File: src/rtl/program_loader_pkg.sv
// Shared types and default sizes for the program memory path
// (program counter, program memory and the loader).
package program_loader_pkg;

  localparam int PROG_ADDR_W = 5;
  localparam int PROG_DATA_W = 8;

  typedef enum logic [1:0] {
    S_IDLE = 2'd0,
    S_LOAD = 2'd1,
    S_DONE = 2'd2
  } state_t;

endpackage

File: src/rtl/program_loader.sv
// Streams instruction words into program memory from address 0 while holding
// the CPU in reset; reports length, XOR checksum and overflow of the session.
module program_loader
  import program_loader_pkg::*;
#(
  parameter int ADDR_W = PROG_ADDR_W,
  parameter int DATA_W = PROG_DATA_W
) (
  input  logic              clk,
  input  logic              rst,
  input  logic              start,
  input  logic              in_valid,
  input  logic [DATA_W-1:0] in_data,
  input  logic              in_last,
  output logic              in_ready,
  output logic              mem_we,
  output logic [ADDR_W-1:0] mem_addr,
  output logic [DATA_W-1:0] mem_wdata,
  output logic              cpu_hold,
  output logic              done,
  output logic              overflow,
  output logic [ADDR_W:0]   load_len,
  output logic [DATA_W-1:0] checksum
);

  state_t            state, state_nxt;
  logic [ADDR_W-1:0] addr;
  logic              accept, at_max, clear;

  assign in_ready = (state == S_LOAD);
  assign done     = (state == S_DONE);
  assign accept   = in_valid && in_ready;
  assign at_max   = (addr == {ADDR_W{1'b1}});
  assign clear    = start && (state != S_LOAD);
  // CPU stays held until the final registered write has left the loader
  assign cpu_hold = in_ready || mem_we;

  always_ff @(posedge clk or posedge rst) begin
    if (rst) state <= S_IDLE;
    else     state <= state_nxt;
  end

  always_comb begin
    state_nxt = state;
    unique case (state)
      S_IDLE:  if (start) state_nxt = S_LOAD;
      S_LOAD:  if (accept && (in_last || at_max)) state_nxt = S_DONE;
      S_DONE:  if (start) state_nxt = S_LOAD;
      default: state_nxt = S_IDLE;
    endcase
  end

  always_ff @(posedge clk or posedge rst) begin
    if (rst) begin
      mem_we    <= 1'b0;
      mem_addr  <= '0;
      mem_wdata <= '0;
      addr      <= '0;
      load_len  <= '0;
      checksum  <= '0;
      overflow  <= 1'b0;
    end else begin
      mem_we <= accept;
      if (accept) begin
        mem_addr  <= addr;
        mem_wdata <= in_data;
      end
      if (clear) begin
        addr     <= '0;
        load_len <= '0;
        checksum <= '0;
        overflow <= 1'b0;
      end else if (accept) begin
        // terminal count ends the session, so the counter never wraps to 0
        if (!at_max) addr <= addr + ADDR_W'(1);
        load_len <= load_len + (ADDR_W+1)'(1);
        checksum <= checksum ^ in_data;
        overflow <= at_max && !in_last;
      end
    end
  end

endmodule

File: config.mk
export PLATFORM = sky130hd
export DESIGN_NAME = program_loader
export DESIGN_NICKNAME = d
export VERILOG_FILES = /design/src/rtl/program_loader_pkg.sv /design/src/rtl/program_loader.sv
export SDC_FILE = /design/constraint.sdc
export NUM_CORES = 1
export LEC_CHECK = 0
export ABC_AREA = 1
export ABC_CLOCK_PERIOD_IN_PS = 2300
export CAP_MARGIN = 20
export CORE_MARGIN = 2
export CORE_UTILIZATION = 51
export DETAILED_ROUTE_END_ITERATION = 7
export GPL_TIMING_DRIVEN = 0
export PLACE_DENSITY = 0.84
export SETUP_SLACK_MARGIN = 0.4
export SYNTH_ARGS = -nofsm -noshare
export SYNTH_HDL_FRONTEND = slang
export SYNTH_SLANG_ARGS = --single-unit
File: constraint.sdc
create_clock -name clk -period 2.3 [get_ports clk]
set_clock_uncertainty 0.05 [all_clocks]
set_input_delay 0.69 -clock clk [delete_from_list [all_inputs] [get_ports clk]]
set_output_delay 0.69 -clock clk [all_outputs]
set_load 0.05 [all_outputs]
==> out/qor.txt, run 1 <==
CTS clk-pin slew, worst paths -> 0.11 ns
Setup TNS Final -> 0 ns
initial antenna violation count -> 0
most frequent cells after synthesis -> 77 x nand2_1, 36 x dfrtp_1, 17 x inv_1, 17 x nor2_1, 9 x o21ai_0
Ys Warns -> 0
n_diodes -> 0
Die Y -> 61.4 µm
setup slack, reg-to-reg -> 0.71 ns
syn avg cell area -> 8.60 µm²
pwr/cell area -> 1430 nW/µm²
die area -> 3760 µm²
Hold Path Depth -> 2
Antenna Nets Post-Route -> 0
CP cell instances -> inv_2 > nor2_4 > or2_4 > buf_8
row count -> 20
Syn Inst Count -> 195
global-route wire length before repair -> 5670 µm
Clk Latency, worst-skew pair -> 0.34 ns
relative slew slack -> 57.5%
syn_nets -> 211
peak per-stage delay on the critical path -> 0.41 ns
drt total wl -> 3510 µm
Cell variety after synth -> 19
hold_buf cts -> 0
placed insts -> 284
Avg Vias per Cell -> 4.85
worst hold path class -> reg2reg
R2R Path End -> addr[4]
adder-cell share of the synthesized area -> 2.24%
slew of the pin with the lowest slew margin -> 0.637 ns
CTS tree -> done
drt wl/cell -> 11.9 µm
Setup crit end kind -> output port
hpwl dp -> 2470 µm
slowest cell on the critical path -> dfrtp_1
worst-path maximum fanout -> 2
Via Count -> 1,435
# DRC -> 0
Sink Count -> 36
CP Class -> reg2out
multi-input logic area -> 663 µm²
Synth Area in XOR/XNOR -> 0%
Setup violations, final -> 0
r2r worst-path depth -> 8
clock buffer depth -> 2
GRT Util Overall -> 21.1%
CP arrival -> 1.25 ns
Data required, critical path -> 1.56 ns
final hold violation count -> 0
simple-gate share of the synthesized area -> 31.1%
grt ovf -> 0
Max-cap violations -> 0
vias in the first global route -> 1,291
main combinational cell family by area after synthesis -> simple AND/OR/NAND/NOR gates
area leader, netlist -> dfrtp_1
post-synthesis sequential area ratio -> 53.7%
Tmin final -> 1.99 ns
CTS buffer count -> 5
cell with the most instances after synthesis -> nand2_1
RSZ-0062 raised after global routing -> true
ys flop type -> dfrtp_1
DRT iter0 DRCs -> 29
crit start category -> flop
FILL cells -> 230
Leak -> 1.19 nW
RePlAce Congestion -> 0.756
Final nets -> 267
htree depth -> 2
Synth area leaders -> dfrtp_1 54%, nand2_1 17%, inv_1 3.8%
Final Max Slew Viols -> 0
Tcrit/Tclk final -> 86.4%
storage element area -> 901 µm²
Post-synth EDFFs -> 0
Mapped Area -> 1680 µm²
hold endpoint -> mem_wdata[6]
Post-Layout Cell Count -> 296
DR pass1 iterations -> 4
share of the synthesized area in the top cell type -> 53.7%
#FFs+latches synth -> 36
hold_sp -> mem_wdata[6]
Die X -> 61.4 µm
Max Clk Rate -> 503 MHz
PortBufs -> 44
clock root cell -> clkbuf_4
largest net degree at the start of global routing -> 23
area grow syn2layout -> 40.3%
layout cells sized above 1 -> 25.4%
Ports -> 45
maximum VDD drop -> 0.837 mV
R2R Path Start -> addr[1]
status -> completed
Starting Density -> 54.1%
Final Total Pwr -> 3.38 mW
Placeable Area -> 3100 µm²
Async S/R FF share, synth -> 100%
post-synthesis mux area share -> 0%
compound-cell area share of the yosys netlist -> 5.59%
## state kept, by name, indices dropped and copies added (netlist names)
signal and count:
mem_addr 5, load_len 6, overflow 1, state 2, addr 5, checksum 8
mem_wdata 8, mem_we 1
## layer usage
metal | GRT usage (%) | wire [µm] | vias to the layer above | part of all wire [%]
li1 | - | - | 722 | -
met1 | 24.4 | 1440 | 674 | 41
met2 | 37.1 | 1850 | 33 | 53
met3 | 5.88 | 163 | 6 | 4.6
met4 | 8.51 | 56 | 0 | 1.6
met5 | 0 | 0 | - | 0
## worst max path at each step
stage	from	endpoint	slack [ns]	depth (start not counted)
global placement	rst	state[0]	-0.04	2
detailed placement	state[0]	cpu_hold	0.05	4
finish	state[0]	cpu_hold	0.31	4
CTS	state[0]	cpu_hold	0.30	4
floorplan	state[1]	done	0.45	2
global route	state[0]	cpu_hold	0.28	4
## placed cells by master (no fill, tap or decap), drive strengths merged
cell type	instances
nand4	5
nand3	9
nor2	20
or2	2
clkdlybuf4s15	23
clkdlybuf4s50	12
a21oi	1
inv	18
ha	3
o21ai	13
clkinv	1
buf	17
dfrtp	36
nand2	82
clkbuf	8
bufinv	1
o31ai	1
## kinds of logic (layout without fill, tap and decap cells)
| kind of cell | count (synthesis) | count (layout) |
|---|---|---|
| AOI/OAI and AO/OA | 15 | 15 |
| adders and majority gates | 3 | 3 |
| buffers and inverters | 23 | 80 |
| DFF | 36 | 36 |
| and+or+nand+nor | 118 | 118 |
## what timing repair did
item                                    CTS  global route
pin swaps                                 1             1
setup buffers                             2             2
endpoints found under the setup margin   32             7
resized for setup                       121             8
## per-stage QoR
step           area, µm²  setup slack, ns  hold slack, ns  util, %
2_1_floorplan       1680            0.445           0.420        -
3_3_place_gp        2170          -0.0356           0.415     70.0
3_5_place_dp        2200           0.0524           0.416     70.9
4_1_cts             2320            0.303           0.446     74.9
5_1_grt             2350            0.278           0.456     75.8
6_report            2350            0.313           0.438     75.8
## worst max-delay path: cells and delay by family (launching register included)
| kind | cells | cell delay (ns) |
|---|---|---|
| DFF | 1 | 0.41 |
| and+or+nand+nor | 2 | 0.27 |
| buffers and inverters | 2 | 0.22 |
## cell type report
class	instances	share of cell area, %
Buffer	5	2.39
Clock buffer	6	1.75
Clock inverter	2	1.49
Inverter	18	2.87
Multi-Input combinational cell	136	28.2
Sequential cell	36	38.3
Tap cell	44	2.34
Timing Repair Buffer	49	22.7
## power by group
part | internal [mW] | total, mW | switching [mW]
registers | 0.851 | 1.01 | 0.163
logic | 0.658 | 1.93 | 1.27
clock network | 0.228 | 0.432 | 0.204
(Power assumes the default switching activity.)
==> run 2, diff against run 1 <==
--- a/config.mk
+++ b/config.mk
@@ -14,6 +14,7 @@
 export GPL_TIMING_DRIVEN = 0
 export PLACE_DENSITY = 0.84
 export SETUP_SLACK_MARGIN = 0.4
+export SKIP_CTS_REPAIR_TIMING = 1
 export SYNTH_ARGS = -nofsm -noshare
 export SYNTH_HDL_FRONTEND = slang
 export SYNTH_SLANG_ARGS = --single-unit
==> run 2 against run 1 <==
Effect of this change: critical path depth did not move; critical path type unchanged; power fell by 7.0%; non-clock buffer count fell by 3; cell count fell by 1.0%; first-iteration DRC count rose by 6.9%; routed wire length fell by 3.7%; combinational power fell by 12%; flip-flop and latch count did not move; clock-buffer cell count did not move; utilization fell by 6.3 points; via count fell by 1.5%; sequential share of layout area rose by 3.6 points.
==> out/qor.txt, run 2 (synthesis gave the netlist of run 1 again) <==
Tmin final -> 2.14 ns (was 1.99 ns)
die area -> 3760 µm² (unchanged)
CTS clk-pin slew, worst paths -> 0.11 ns (about the same)
Max-cap violations -> 0 (unchanged)
Sink Count -> 36 (unchanged)
grt met1 use -> 24.6% (was 24.4%)
commonest non-fill, non-tap cells in the layout -> 77 x nand2_1, 34 x dfrtp_1, 27 x clkbuf_2 (was 77 x nand2_1, 36 x dfrtp_1, 23 x clkdlybuf4s15_2)
CP arrival -> 1.40 ns (was 1.25 ns)
DR pass1 iterations -> 4 (unchanged)
Final Max Slew Viols -> 0 (unchanged)
peak per-stage delay on the critical path -> 0.45 ns (was 0.41 ns)
drt wl/cell -> 11.5 µm (was 11.9 µm)
Leak -> 1.18 nW (was 1.19 nW)
Hold Path Depth -> 2 (unchanged)
Ports -> 45 (unchanged)
final hold violation count -> 0 (unchanged)
worst-path maximum fanout -> 4 (was 2)
r2r worst-path depth -> 8 (unchanged)
Starting Density -> 54.1% (unchanged)
storage element area -> 903 µm² (was 901 µm²)
initial antenna violation count -> 0 (unchanged)
Regs by FF count -> checksum: 8 flops, mem_wdata: 8 flops, load_len: 6 flops (unchanged)
htree depth -> 2 (unchanged)
Tcrit/Tclk final -> 93.1% (was 86.4%)
Die X -> 61.4 µm (unchanged)
PortBufs -> 44 (unchanged)
worst hold path class -> reg2reg (unchanged)
pwr/cell area -> 1460 nW/µm² (was 1430 nW/µm²)
Die Y -> 61.4 µm (unchanged)
Setup TNS Final -> 0 ns (unchanged)
clock root cell -> clkbuf_4 (unchanged)
Placeable Area -> 3100 µm² (unchanged)
hpwl dp -> 2470 µm (unchanged)
most common cell after layout, fill and taps aside -> nand2_1 (unchanged)
crit start category -> flop (unchanged)
# DRC -> 0 (unchanged)
hold_sp -> mem_addr[2] (was mem_wdata[6])
global-route wire length before repair -> 5450 µm (was 5670 µm)
Avg Vias per Cell -> 4.82 (was 4.85)
relative slew slack -> 57.4% (was 57.5%)
FILL cells -> 266 (was 230)
R2R Path End -> addr[4] (unchanged)
Final Total Pwr -> 3.14 mW (was 3.38 mW)
Data required, critical path -> 1.56 ns (about the same)
n_diodes -> 0 (unchanged)
CP bufs+invs -> 2 (unchanged)
Final Util -> 69.6% (was 75.8%)
clock buffer depth -> 2 (unchanged)
CTS buffer count -> 5 (unchanged)
slowest cell on the critical path -> dfrtp_2 (was dfrtp_1)
RSZ-0062 raised after global routing -> true (unchanged)
Final nets -> 264 (was 267)
Clk Latency, worst-skew pair -> 0.34 ns (about the same)
R2R Path Start -> addr[0] (was addr[1])
maximum VDD drop -> 0.809 mV (was 0.837 mV)
RePlAce Congestion -> 0.756 (unchanged)
CP Class -> reg2out (unchanged)
DRT iter0 DRCs -> 31 (was 29)
GRT Util Overall -> 20.3% (was 21.1%)
Setup crit end kind -> output port (unchanged)
slew of the pin with the lowest slew margin -> 0.638 ns (was 0.637 ns)
setup slack, reg-to-reg -> 0.71 ns (about the same)
Via Count -> 1,413 (was 1,435)
vias in the first global route -> 1,255 (was 1,291)
Antenna Nets Post-Route -> 0 (unchanged)
CP delay by family, top -> flip-flops (unchanged)
hold endpoint -> mem_addr[2] (was mem_wdata[6])
multi-input logic area -> 656 µm² (was 663 µm²)
Max Clk Rate -> 467 MHz (was 503 MHz)
Top Usage Layer GRT -> met2 (unchanged)
grt ovf -> 0 (unchanged)
CP cell instances -> inv_2 > nor2_4 > or2_2 > clkbuf_2 (was inv_2 > nor2_4 > or2_4 > buf_8)
drt total wl -> 3380 µm (was 3510 µm)
CTS tree -> done (unchanged)
GRT met3 Usage -> 5.67% (was 5.88%)
area grow syn2layout -> 28.6% (was 40.3%)
hold slack -> 0.436 ns (was 0.438 ns)
largest net degree at the start of global routing -> 23 (unchanged)
CP Depth -> 4 (unchanged)
row count -> 20 (unchanged)
layout cells sized above 1 -> 24.9% (was 25.4%)
met2 usage -> 34.3% (was 37.1%)
status -> completed (unchanged)
Setup violations, final -> 0 (unchanged)
## run 2: stage by stage
step / instance area (µm²) / cells / setup slack, ns
final: 2160 / 293 / 0.159
after global routing: 2160 / 293 / 0.0982
after CTS: 2280 / 292 / -0.338
after detailed placement: 2200 / 284 / 0.0524
after global placement: 2170 / 283 / -0.0356
after floorplan: 1680 / 195 / 0.445
## run 2: worst max-delay path by stage
stage,slack (ns),end,from
detailed placement,0.05,cpu_hold,state[0]
global route,0.1,cpu_hold,state[0]
finish,0.16,cpu_hold,state[0]
floorplan,0.45,done,state[1]
global placement,-0.04,state[0],rst
CTS,-0.34,cpu_hold,state[0]
## run 2: power breakdown
group	total, mW	internal, mW	switching, mW	leakage (nW)
clock	0.434	0.228	0.206	0.0422
combinational	1.69	0.453	1.23	0.669
sequential	1.02	0.854	0.166	0.469
total	3.14	1.53	1.61	1.18
## run 2: worst reg2reg max path, stage by stage (launching register included)
cell and delay, ns:
dfrtp_1 0.43, ha_1 0.22, nand2_1 0.08, nor2_1 0.05, ha_1 0.23, nand2_1 0.15
nand2_2 0.12, nand2_1 0.07, o21ai_1 0.06
## run 2: final cells by class
type | count | area share, %
clock buffers | 6 | 1.91
multi-input cells | 136 | 30.4
repair buffers | 46 | 15.9
clock inverters | 2 | 1.62
inverters | 18 | 3.13
well taps | 44 | 2.55
flip-flops and latches | 36 | 41.9
plain buffers | 5 | 2.61
## run 2: per-layer routing
| metal | share of wire (%) | up-vias |
|---|---|---|
| met5 | 0 | - |
| met4 | 1.9 | 0 |
| met3 | 4.3 | 5 |
| met2 | 51 | 34 |
| met1 | 43 | 659 |
| li1 | - | 715 |
